## config.mk

```make
export PLATFORM = sky130hd
export DESIGN_NAME = mem_arbiter_flat
export DESIGN_NICKNAME = d
export VERILOG_FILES = /design/src/rtl/mem_arbiter_if.sv /design/src/rtl/mem_arbiter.sv /design/src/flat_wrapper.sv
export SDC_FILE = /design/constraint.sdc
export NUM_CORES = 1
export LEC_CHECK = 0
export BUFFER_PORTS_ARGS = -buffer_cell sky130_fd_sc_hd__buf_2
export CORE_UTILIZATION = 38
export CTS_BUF_LIST = sky130_fd_sc_hd__clkbuf_16
export DETAILED_ROUTE_END_ITERATION = 12
export PLACE_DENSITY_LB_ADDON = 0.05
export RECOVER_POWER = 50
export SYNTH_ARGS = -nofsm -noshare
export SYNTH_HDL_FRONTEND = slang
export SYNTH_SLANG_ARGS = --single-unit
```

## constraint.sdc

```tcl
create_clock -name clk -period 4.75 [get_ports clk]
set_input_delay 0.95 -clock clk [delete_from_list [all_inputs] [get_ports clk]]
set_output_delay 0.95 -clock clk [all_outputs]
set_load 0.01 [all_outputs]
```

## src/rtl/mem_arbiter_if.sv

```systemverilog
// mem_arbiter_if: CPU, host, SRAM and byte-output signals of mem_arbiter.
// The slave modport is the arbiter's view; master is the surrounding system.
interface mem_arbiter_if #(
  parameter int unsigned ADDR_WIDTH = 12
) ();
  // PicoRV32 native memory port
  logic                  cpu_valid;
  logic [31:0]           cpu_addr;
  logic [31:0]           cpu_wdata;
  logic [3:0]            cpu_wstrb;
  logic                  cpu_ready;
  logic [31:0]           cpu_rdata;
  // Host (USB register block) port
  logic                  host_req;
  logic                  host_we;
  logic [ADDR_WIDTH-1:0] host_addr;
  logic [31:0]           host_wdata;
  logic                  host_ack;
  logic [31:0]           host_rdata;
  // SRAM macro port
  logic                  sram_en;
  logic [3:0]            sram_we;
  logic [ADDR_WIDTH-1:0] sram_addr;
  logic [31:0]           sram_wdata;
  logic [31:0]           sram_rdata;
  // Byte-output MMIO register
  logic [7:0]            out_byte;
  logic                  out_byte_en;

  modport slave (
    input  cpu_valid, cpu_addr, cpu_wdata, cpu_wstrb,
    input  host_req, host_we, host_addr, host_wdata,
    input  sram_rdata,
    output cpu_ready, cpu_rdata, host_ack, host_rdata,
    output sram_en, sram_we, sram_addr, sram_wdata,
    output out_byte, out_byte_en
  );

  modport master (
    output cpu_valid, cpu_addr, cpu_wdata, cpu_wstrb,
    output host_req, host_we, host_addr, host_wdata,
    output sram_rdata,
    input  cpu_ready, cpu_rdata, host_ack, host_rdata,
    input  sram_en, sram_we, sram_addr, sram_wdata,
    input  out_byte, out_byte_en
  );
endinterface

```

## src/rtl/mem_arbiter.sv

```systemverilog
// mem_arbiter: shares the single-port firmware SRAM between the PicoRV32 and
// the host port, and decodes the CPU byte-output MMIO write.
// Define MEM_ARB_RR_EN for round-robin on contention; otherwise the CPU
// always wins ties.
module mem_arbiter #(
  parameter int unsigned ADDR_WIDTH = 12,
  parameter logic [31:0] MMIO_ADDR  = 32'h1000_0000
) (
  input  logic         clk,
  input  logic         reset,
  mem_arbiter_if.slave bus
);

  typedef enum logic [2:0] {IDLE, ACC, CAP, RESP, MMIO} state_t;
  typedef enum logic {GNT_CPU, GNT_HOST} owner_t;

  state_t state;
  owner_t grant;
  logic   grant_write;
`ifdef MEM_ARB_RR_EN
  owner_t last_grant;
`endif

  logic cpu_in_range;
  logic mmio_write;
  logic host_turn;
  logic pick_host;

  // Request decode and tie-break for the IDLE sample.
  always_comb begin
    cpu_in_range = (bus.cpu_addr[31:ADDR_WIDTH+2] == '0);
    mmio_write   = (bus.cpu_addr == MMIO_ADDR) && (bus.cpu_wstrb != 4'b0000);
`ifdef MEM_ARB_RR_EN
    host_turn    = (last_grant == GNT_CPU);
`else
    host_turn    = 1'b0;
`endif
    pick_host    = bus.host_req && (!bus.cpu_valid || host_turn);
  end

  // Access sequencer; every output is a register updated here.
  always_ff @(posedge clk or posedge reset) begin
    if (reset) begin
      state           <= IDLE;
      grant           <= GNT_CPU;
      grant_write     <= 1'b0;
`ifdef MEM_ARB_RR_EN
      last_grant      <= GNT_HOST;
`endif
      bus.cpu_ready   <= 1'b0;
      bus.cpu_rdata   <= '0;
      bus.host_ack    <= 1'b0;
      bus.host_rdata  <= '0;
      bus.sram_en     <= 1'b0;
      bus.sram_we     <= '0;
      bus.sram_addr   <= '0;
      bus.sram_wdata  <= '0;
      bus.out_byte    <= '0;
      bus.out_byte_en <= 1'b0;
    end else begin
      case (state)
        IDLE: begin
          // Out-of-range CPU requests (MMIO included) bypass arbitration.
          if (bus.cpu_valid && !cpu_in_range) begin
            state         <= MMIO;
            bus.cpu_ready <= 1'b1;
            bus.cpu_rdata <= '0;
            if (mmio_write) begin
              bus.out_byte    <= bus.cpu_wdata[7:0];
              bus.out_byte_en <= 1'b1;
            end
          end else if (pick_host) begin
            state          <= ACC;
            grant          <= GNT_HOST;
            grant_write    <= bus.host_we;
`ifdef MEM_ARB_RR_EN
            last_grant     <= GNT_HOST;
`endif
            bus.sram_en    <= 1'b1;
            bus.sram_we    <= {4{bus.host_we}};
            bus.sram_addr  <= bus.host_addr;
            bus.sram_wdata <= bus.host_wdata;
          end else if (bus.cpu_valid) begin
            state          <= ACC;
            grant          <= GNT_CPU;
            grant_write    <= (bus.cpu_wstrb != 4'b0000);
`ifdef MEM_ARB_RR_EN
            last_grant     <= GNT_CPU;
`endif
            bus.sram_en    <= 1'b1;
            bus.sram_we    <= bus.cpu_wstrb;
            bus.sram_addr  <= bus.cpu_addr[ADDR_WIDTH+1:2];
            bus.sram_wdata <= bus.cpu_wdata;
          end
        end
        ACC: begin
          state       <= CAP;
          bus.sram_en <= 1'b0;
          bus.sram_we <= '0;
        end
        CAP: begin
          state <= RESP;
          if (grant == GNT_HOST) begin
            bus.host_ack   <= 1'b1;
            bus.host_rdata <= grant_write ? '0 : bus.sram_rdata;
          end else begin
            bus.cpu_ready  <= 1'b1;
            bus.cpu_rdata  <= grant_write ? '0 : bus.sram_rdata;
          end
        end
        RESP: begin
          state         <= IDLE;
          bus.cpu_ready <= 1'b0;
          bus.host_ack  <= 1'b0;
        end
        MMIO: begin
          state           <= IDLE;
          bus.cpu_ready   <= 1'b0;
          bus.out_byte_en <= 1'b0;
        end
        default: state <= IDLE;
      endcase
    end
  end

endmodule

```

## src/flat_wrapper.sv

```systemverilog
// flat-port wrapper written by rule: the top's interface ports become plain ports
module mem_arbiter_flat 
#(
  parameter int unsigned ADDR_WIDTH = 12,
  parameter logic [31:0] MMIO_ADDR  = 32'h1000_0000
)
  (clk, reset, bus_cpu_valid, bus_cpu_addr, bus_cpu_wdata, bus_cpu_wstrb, bus_host_req, bus_host_we, bus_host_addr, bus_host_wdata, bus_sram_rdata, bus_cpu_ready, bus_cpu_rdata, bus_host_ack, bus_host_rdata, bus_sram_en, bus_sram_we, bus_sram_addr, bus_sram_wdata, bus_out_byte, bus_out_byte_en);
  mem_arbiter_if #(.ADDR_WIDTH(ADDR_WIDTH)) bus_i ();
  input  logic clk;
  input  logic reset;
  input wire logic [$bits(bus_i.cpu_valid)-1:0] bus_cpu_valid;
  input wire logic [$bits(bus_i.cpu_addr)-1:0] bus_cpu_addr;
  input wire logic [$bits(bus_i.cpu_wdata)-1:0] bus_cpu_wdata;
  input wire logic [$bits(bus_i.cpu_wstrb)-1:0] bus_cpu_wstrb;
  input wire logic [$bits(bus_i.host_req)-1:0] bus_host_req;
  input wire logic [$bits(bus_i.host_we)-1:0] bus_host_we;
  input wire logic [$bits(bus_i.host_addr)-1:0] bus_host_addr;
  input wire logic [$bits(bus_i.host_wdata)-1:0] bus_host_wdata;
  input wire logic [$bits(bus_i.sram_rdata)-1:0] bus_sram_rdata;
  output wire logic [$bits(bus_i.cpu_ready)-1:0] bus_cpu_ready;
  output wire logic [$bits(bus_i.cpu_rdata)-1:0] bus_cpu_rdata;
  output wire logic [$bits(bus_i.host_ack)-1:0] bus_host_ack;
  output wire logic [$bits(bus_i.host_rdata)-1:0] bus_host_rdata;
  output wire logic [$bits(bus_i.sram_en)-1:0] bus_sram_en;
  output wire logic [$bits(bus_i.sram_we)-1:0] bus_sram_we;
  output wire logic [$bits(bus_i.sram_addr)-1:0] bus_sram_addr;
  output wire logic [$bits(bus_i.sram_wdata)-1:0] bus_sram_wdata;
  output wire logic [$bits(bus_i.out_byte)-1:0] bus_out_byte;
  output wire logic [$bits(bus_i.out_byte_en)-1:0] bus_out_byte_en;
  assign bus_i.cpu_valid = bus_cpu_valid;
  assign bus_i.cpu_addr = bus_cpu_addr;
  assign bus_i.cpu_wdata = bus_cpu_wdata;
  assign bus_i.cpu_wstrb = bus_cpu_wstrb;
  assign bus_i.host_req = bus_host_req;
  assign bus_i.host_we = bus_host_we;
  assign bus_i.host_addr = bus_host_addr;
  assign bus_i.host_wdata = bus_host_wdata;
  assign bus_i.sram_rdata = bus_sram_rdata;
  assign bus_cpu_ready = bus_i.cpu_ready;
  assign bus_cpu_rdata = bus_i.cpu_rdata;
  assign bus_host_ack = bus_i.host_ack;
  assign bus_host_rdata = bus_i.host_rdata;
  assign bus_sram_en = bus_i.sram_en;
  assign bus_sram_we = bus_i.sram_we;
  assign bus_sram_addr = bus_i.sram_addr;
  assign bus_sram_wdata = bus_i.sram_wdata;
  assign bus_out_byte = bus_i.out_byte;
  assign bus_out_byte_en = bus_i.out_byte_en;
  mem_arbiter #(.ADDR_WIDTH(ADDR_WIDTH), .MMIO_ADDR(MMIO_ADDR)) u_core (.clk(clk), .reset(reset), .bus(bus_i));
endmodule
```

== Word level (Yosys, flattened, before mapping) ==
Cells that the tools add are included.

* Register bits after elaboration: 129
* Input bits: 149
* Output and inout bits: 124
* Word-level logic and storage cells: 81

* Equal/unequal tests: 12
* Mux-type cells: 32
* Bitwise logic cells: 1
* Reductions and logical operators: 23

{| class="wikitable"
|+ Operator list
! kind !! number
|-
| $mux 32 || 5
|-
| $pmux 32 s2 || 1
|-
| $eq 32x29->1 const B || 1
|-
| $mux 12 || 2
|-
| $logic_not 18->1 || 1
|-
| $reduce_and 3->1 || 6
|-
| $mux 1 || 12
|-
| $mux 4 || 3
|-
| $reduce_bool 2->1 || 5
|-
| $mux 3 || 3
|-
| $pmux 3 s3 || 1
|-
| $pmux 4 s2 || 1
|-
| $eq 3x2->1 const B || 2
|-
| $ne 2x1->1 const B || 3
|-
| $pmux 1 s2 || 3
|-
| $ne 2x2->1 const B || 2
|-
| $ne 4x2->1 const B || 1
|-
| $reduce_and 2->1 || 2
|-
| $reduce_bool 4->1 || 1
|-
| $eq 3x1->1 const B || 1
|-
| $eq 3x3->1 const B || 1
|-
| $logic_and 1x1->1 || 3
|-
| $logic_not 3->1 || 1
|-
| $ne 3x2->1 const B || 1
|-
| other kinds (5) || 6
|}

== Logic depth before layout (Yosys ltp) ==
* Depth in word-level cells: 5
* Depth in mapped cells: 7
* Depth with buffers taken out: 4

== Worst setup path before layout ==
Ideal clock, no wire load.

* Path kind: input to register
* From: input bus_cpu_addr[16]
* To: register u_core.bus.out_byte[0]
* Library setup time: 125 ps
* Arrival time: 2288 ps
* Required time: 4625 ps
* Path slack: 2337 ps
* Stages: 4
* Path buffers: 0
* Path through: nor4_4 -> nand4_2 -> nor4_4 -> mux2_2

* Cells in the longest elaborated chain, start to end: 4
* Elaborated cells between the ends (all ways): 6
* Those cells by class: eq/ne (1); reduce/logical (5)

{| class="wikitable"
|+ RTL lines
! what !! line !! RTL
|-
| from (decl) || flat_wrapper.sv:12 || <nowiki>input wire logic [$bits(bus_i.cpu_addr)-1:0] bus_cpu_addr;</nowiki>
|-
| $logic_not 18->1 || mem_arbiter.sv:31 || <nowiki>cpu_in_range = (bus.cpu_addr[31:ADDR_WIDTH+2] == '0);</nowiki>
|-
| $logic_not 1->1 || mem_arbiter.sv:64 || <nowiki>if (bus.cpu_valid && !cpu_in_range) begin</nowiki>
|-
| $logic_and 1x1->1 || mem_arbiter.sv:64 ||
|-
| $reduce_and 3->1 (no line) (*) || n/a ||
|-
| to (signal assigned) || mem_arbiter.sv:69 || <nowiki>bus.out_byte <= bus.cpu_wdata[7:0];</nowiki>
|-
| to (decl) || mem_arbiter_if.sv:36 || <nowiki>output out_byte, out_byte_en</nowiki>
|}

Every way passes the cells marked *; elsewhere a longest branch is shown, timed or not.
A chain may end at the register's enable or synchronous reset.

== Worst setup path in the final report ==
* From: register u_core.state[1]
* To: register u_core.bus.host_rdata[10]

* Cells in the longest elaborated chain, start to end: 2

{| class="wikitable"
|+ RTL lines
! what !! line !! RTL
|-
| from (decl) || mem_arbiter.sv:17 || <nowiki>state_t state;</nowiki>
|-
| from (signal assigned) || mem_arbiter.sv:44 || <nowiki>state <= IDLE;</nowiki>
|-
| from (signal assigned) || mem_arbiter.sv:65 || <nowiki>state <= MMIO;</nowiki>
|-
| from (signal assigned) || mem_arbiter.sv:73 || <nowiki>state <= ACC;</nowiki>
|-
| $eq 3x2->1 || mem_arbiter.sv:61 || <nowiki>case (state)</nowiki>
|-
| $reduce_and 2->1 (no line) || n/a ||
|-
| to (signal assigned) || mem_arbiter.sv:105 || <nowiki>bus.host_rdata <= grant_write ? '0 : bus.sram_rdata;</nowiki>
|-
| to (decl) || mem_arbiter_if.sv:34 || <nowiki>output cpu_ready, cpu_rdata, host_ack, host_rdata,</nowiki>
|}

No other way between the ends.

==> results.toml <==
[sta]
fin_crit_sh_pct = 65.9
layout_setup_ws_ns = 1.62
rsz0062_at_grt = "no"
slew_violations = 136
holdWs_ns = 0.477
min_period_ns = 3.13
max_freq_mhz = 320
slew-limit-headroom_pct = -108
setup_viol = 0
hold_viol_final = 0
worst_slew_pin_slew_ns = 3.10
setup-tns-final_ns = 0
skew_ns = 0.00758

[final_layout]
finish.instance_area_um2 = 7560
layout_commonest_cell = "buf_2"
final_cells = 960
area_delta_synth_final_pct = 36.2
layout_common_cells = "buf_2, dfrtp_1, nand2b_1"
fillCellCount = 1309
drive_above_1_share_pct = 41.8
final_nets = 915

[synthesis]
synthFlopType = "dfrtp_1"
syn-mean-instance-area_um2 = 11.0
yosysWarnings = 0
ys_types = 40
syn-num-nets = 654
seq_area_frac_synth_pct = 58.1
synth_edf_count = 0
synth_area_um2 = 5550
synthCells = 505
synthArstFlopShare_pct = 100
ys_ff_latch = 129

[cts]
clock_latency_ns = 0.41
clockBufferDepth = 2
hold_buffers = 0
clkTransAtPathRegs_ns = 0.05
numCtsBuffers = 17
numClockSinks = 129
cts_resized = 0
postCtsSetupBuffers = 0
cts-root-buf = "clkbuf_16"
cts_tree = "yes"
h-tree-depth = 4

[setup_path]
critical_path_class = "reg2reg"
slowest_delay_ns = 1.69
critPathTopFamily = "buffers and inverters"
crit_slowest_cell = "clkbuf_1"
path_cells = "nor2b_1, nand3b_1, clkbuf_1, o21ai_0"
crit_path_max_fanout = 64
startpoint_type = "flip-flop"
critPathBufInv = 1
cp_data_arrival_time_ns = 3.30
cp-end-kind = "flip-flop"
worstPathRequired_ns = 4.92

[floorplan]
boundaryPins = 273
die_area_um2 = 15100
die_h_um = 123
rows = 43
initial_utilization_pct = 39.6
core_area_um2 = 14000
fp.dieW_um = 123

[global_route]
grt_pass1_vias = 4908
track_usage_pct = 22.4
grt_overflow = 0
antenna_found_initial = 1
grt_first_pass_wirelength_mm = 25.3
grt_max_degree = 71

[place]
dp_hpwl_mm = 11.7
dp_cells = 927
gp_congestion = 0.857
io_buffers = 272
placed_area_um2 = 7040
pre_cts_slack_ns = 1.76

[route]
drtAntennaViolNets = 0
wire_per_inst_um = 17.2
dr.pass1.iters = 4
drc = 0
vias_per_cell = 5.11
first_iter_violations = 319
wl_mm = 16.5
vias = 4901

[power_and_ir_drop]
p_leak_nw = 3.63
power.density_nw_per_um2 = 580
vdd_drop_max_mv = 0.276

[run_status]
status = "complete, but fails checks"
violations = "max-capacitance violations, max-slew violations"

[job]
drv_cap = 2

[hold_path]
worstHoldPathType = "reg2reg"
-- registers in the layout (all words and copies together) (netlist names) --
signal and cells:
u_core.bus.out_byte_en 1, u_core.grant 1, u_core.bus.cpu_ready 1, u_core.bus.sram_addr 12, u_core.state 3, u_core.bus.sram_we 4, u_core.bus.sram_wdata 32, u_core.bus.out_byte 8
u_core.grant_write 1, u_core.bus.cpu_rdata 32, u_core.bus.sram_en 1, u_core.bus.host_ack 1, u_core.bus.host_rdata 32
-- path summary, 6_finish.rpt --
path	from	end	slack, ns	cells after the start
max	u_core.state[1]	u_core.bus.host_rdata[10]	1.62	4
min	u_core.bus.host_rdata[22]	u_core.bus.host_rdata[22]	0.48	2
max reg2reg	u_core.state[1]	u_core.bus.host_rdata[10]	1.62	4
min reg2reg	u_core.bus.host_rdata[22]	u_core.bus.host_rdata[22]	0.48	2
max in group asynchronous	reset	u_core.bus.host_rdata[24]	1.84	3
min in group asynchronous	reset	u_core.bus.sram_wdata[20]	1.43	2
-- kinds of logic (layout without fill, tap and decap cells) --
kind of cell              count (synthesis)  after routing  share of synthesized area, %
buffers and inverters                    46            320                          3.54
muxes                                     8              8                          1.62
and+or+nand+nor                         182            182                          17.7
xor gates and xnor gates                  1              1                         0.158
other                                     0              1                             0
AOI/OAI and AO/OA                       139            139                          18.9
DFF                                     129            129                          58.1
-- worst reg2reg max path, cell delays in order, from the launching register on --
cell	delay (ns)
dfrtp_1	0.46
nor2b_1	0.23
nand3b_1	0.12
clkbuf_1	1.69
o21ai_0	0.39
-- cell type report --
cell class / count / area, um^2 / share of cell area, %
flip-flops and latches: 129 / 3230 / 42.7
multi-input cells: 330 / 2140 / 28.2
repair buffers: 279 / 1380 / 18.2
clock buffers: 17 / 425 / 5.63
well taps: 180 / 225 / 2.98
clock inverters: 15 / 135 / 1.79
inverters: 9 / 35.0 / 0.463
diodes: 1 / 2.50 / 0.0331
-- cells in the mapped netlist (2+ instances only) --
cell,number,area (um^2)
a211oi_1,18,135
a21o_1,2,15.0
a21oi_1,8,40.0
and2_1,3,18.8
buf_2,13,65.1
clkbuf_1,22,82.6
dfrtp_1,129,3230
inv_1,9,33.8
mux2_2,8,90.1
nand2_1,70,263
nand2b_1,70,438
nor2_1,16,60.1
nor2b_1,2,12.5
nor3_1,2,10.0
nor4_1,5,31.3
nor4_4,2,42.5
o21ai_0,33,165
o221a_2,37,417
o22ai_1,32,200
o2bb2ai_1,4,35.0
-- where the power goes --
group	leakage, nW	internal [mW]	switching [mW]
Combinational	1.71	0.637	0.758
Sequential	1.63	1.47	0.268
Clock	0.290	0.801	0.451
-- metrics by stage --
stage / total power, mW / utilization, %
detailed placement: 3.19 / 50.1
finish: 4.39 / 53.9
global placement: 3.15 / 50.1
global route: 4.67 / 53.9
CTS: 4.45 / 54.1
floorplan: 2.55 / -
-- per-layer routing --
layer	global-route usage, %	routed length (um)	vias to the layer above
li1	-	-	2341
met1	27.0	6720	2315
met2	37.1	7960	224
met3	6.73	1480	21
met4	9.53	329	0
met5	0	0	-
No activity file was read; power rests on OpenSTA's default activity.
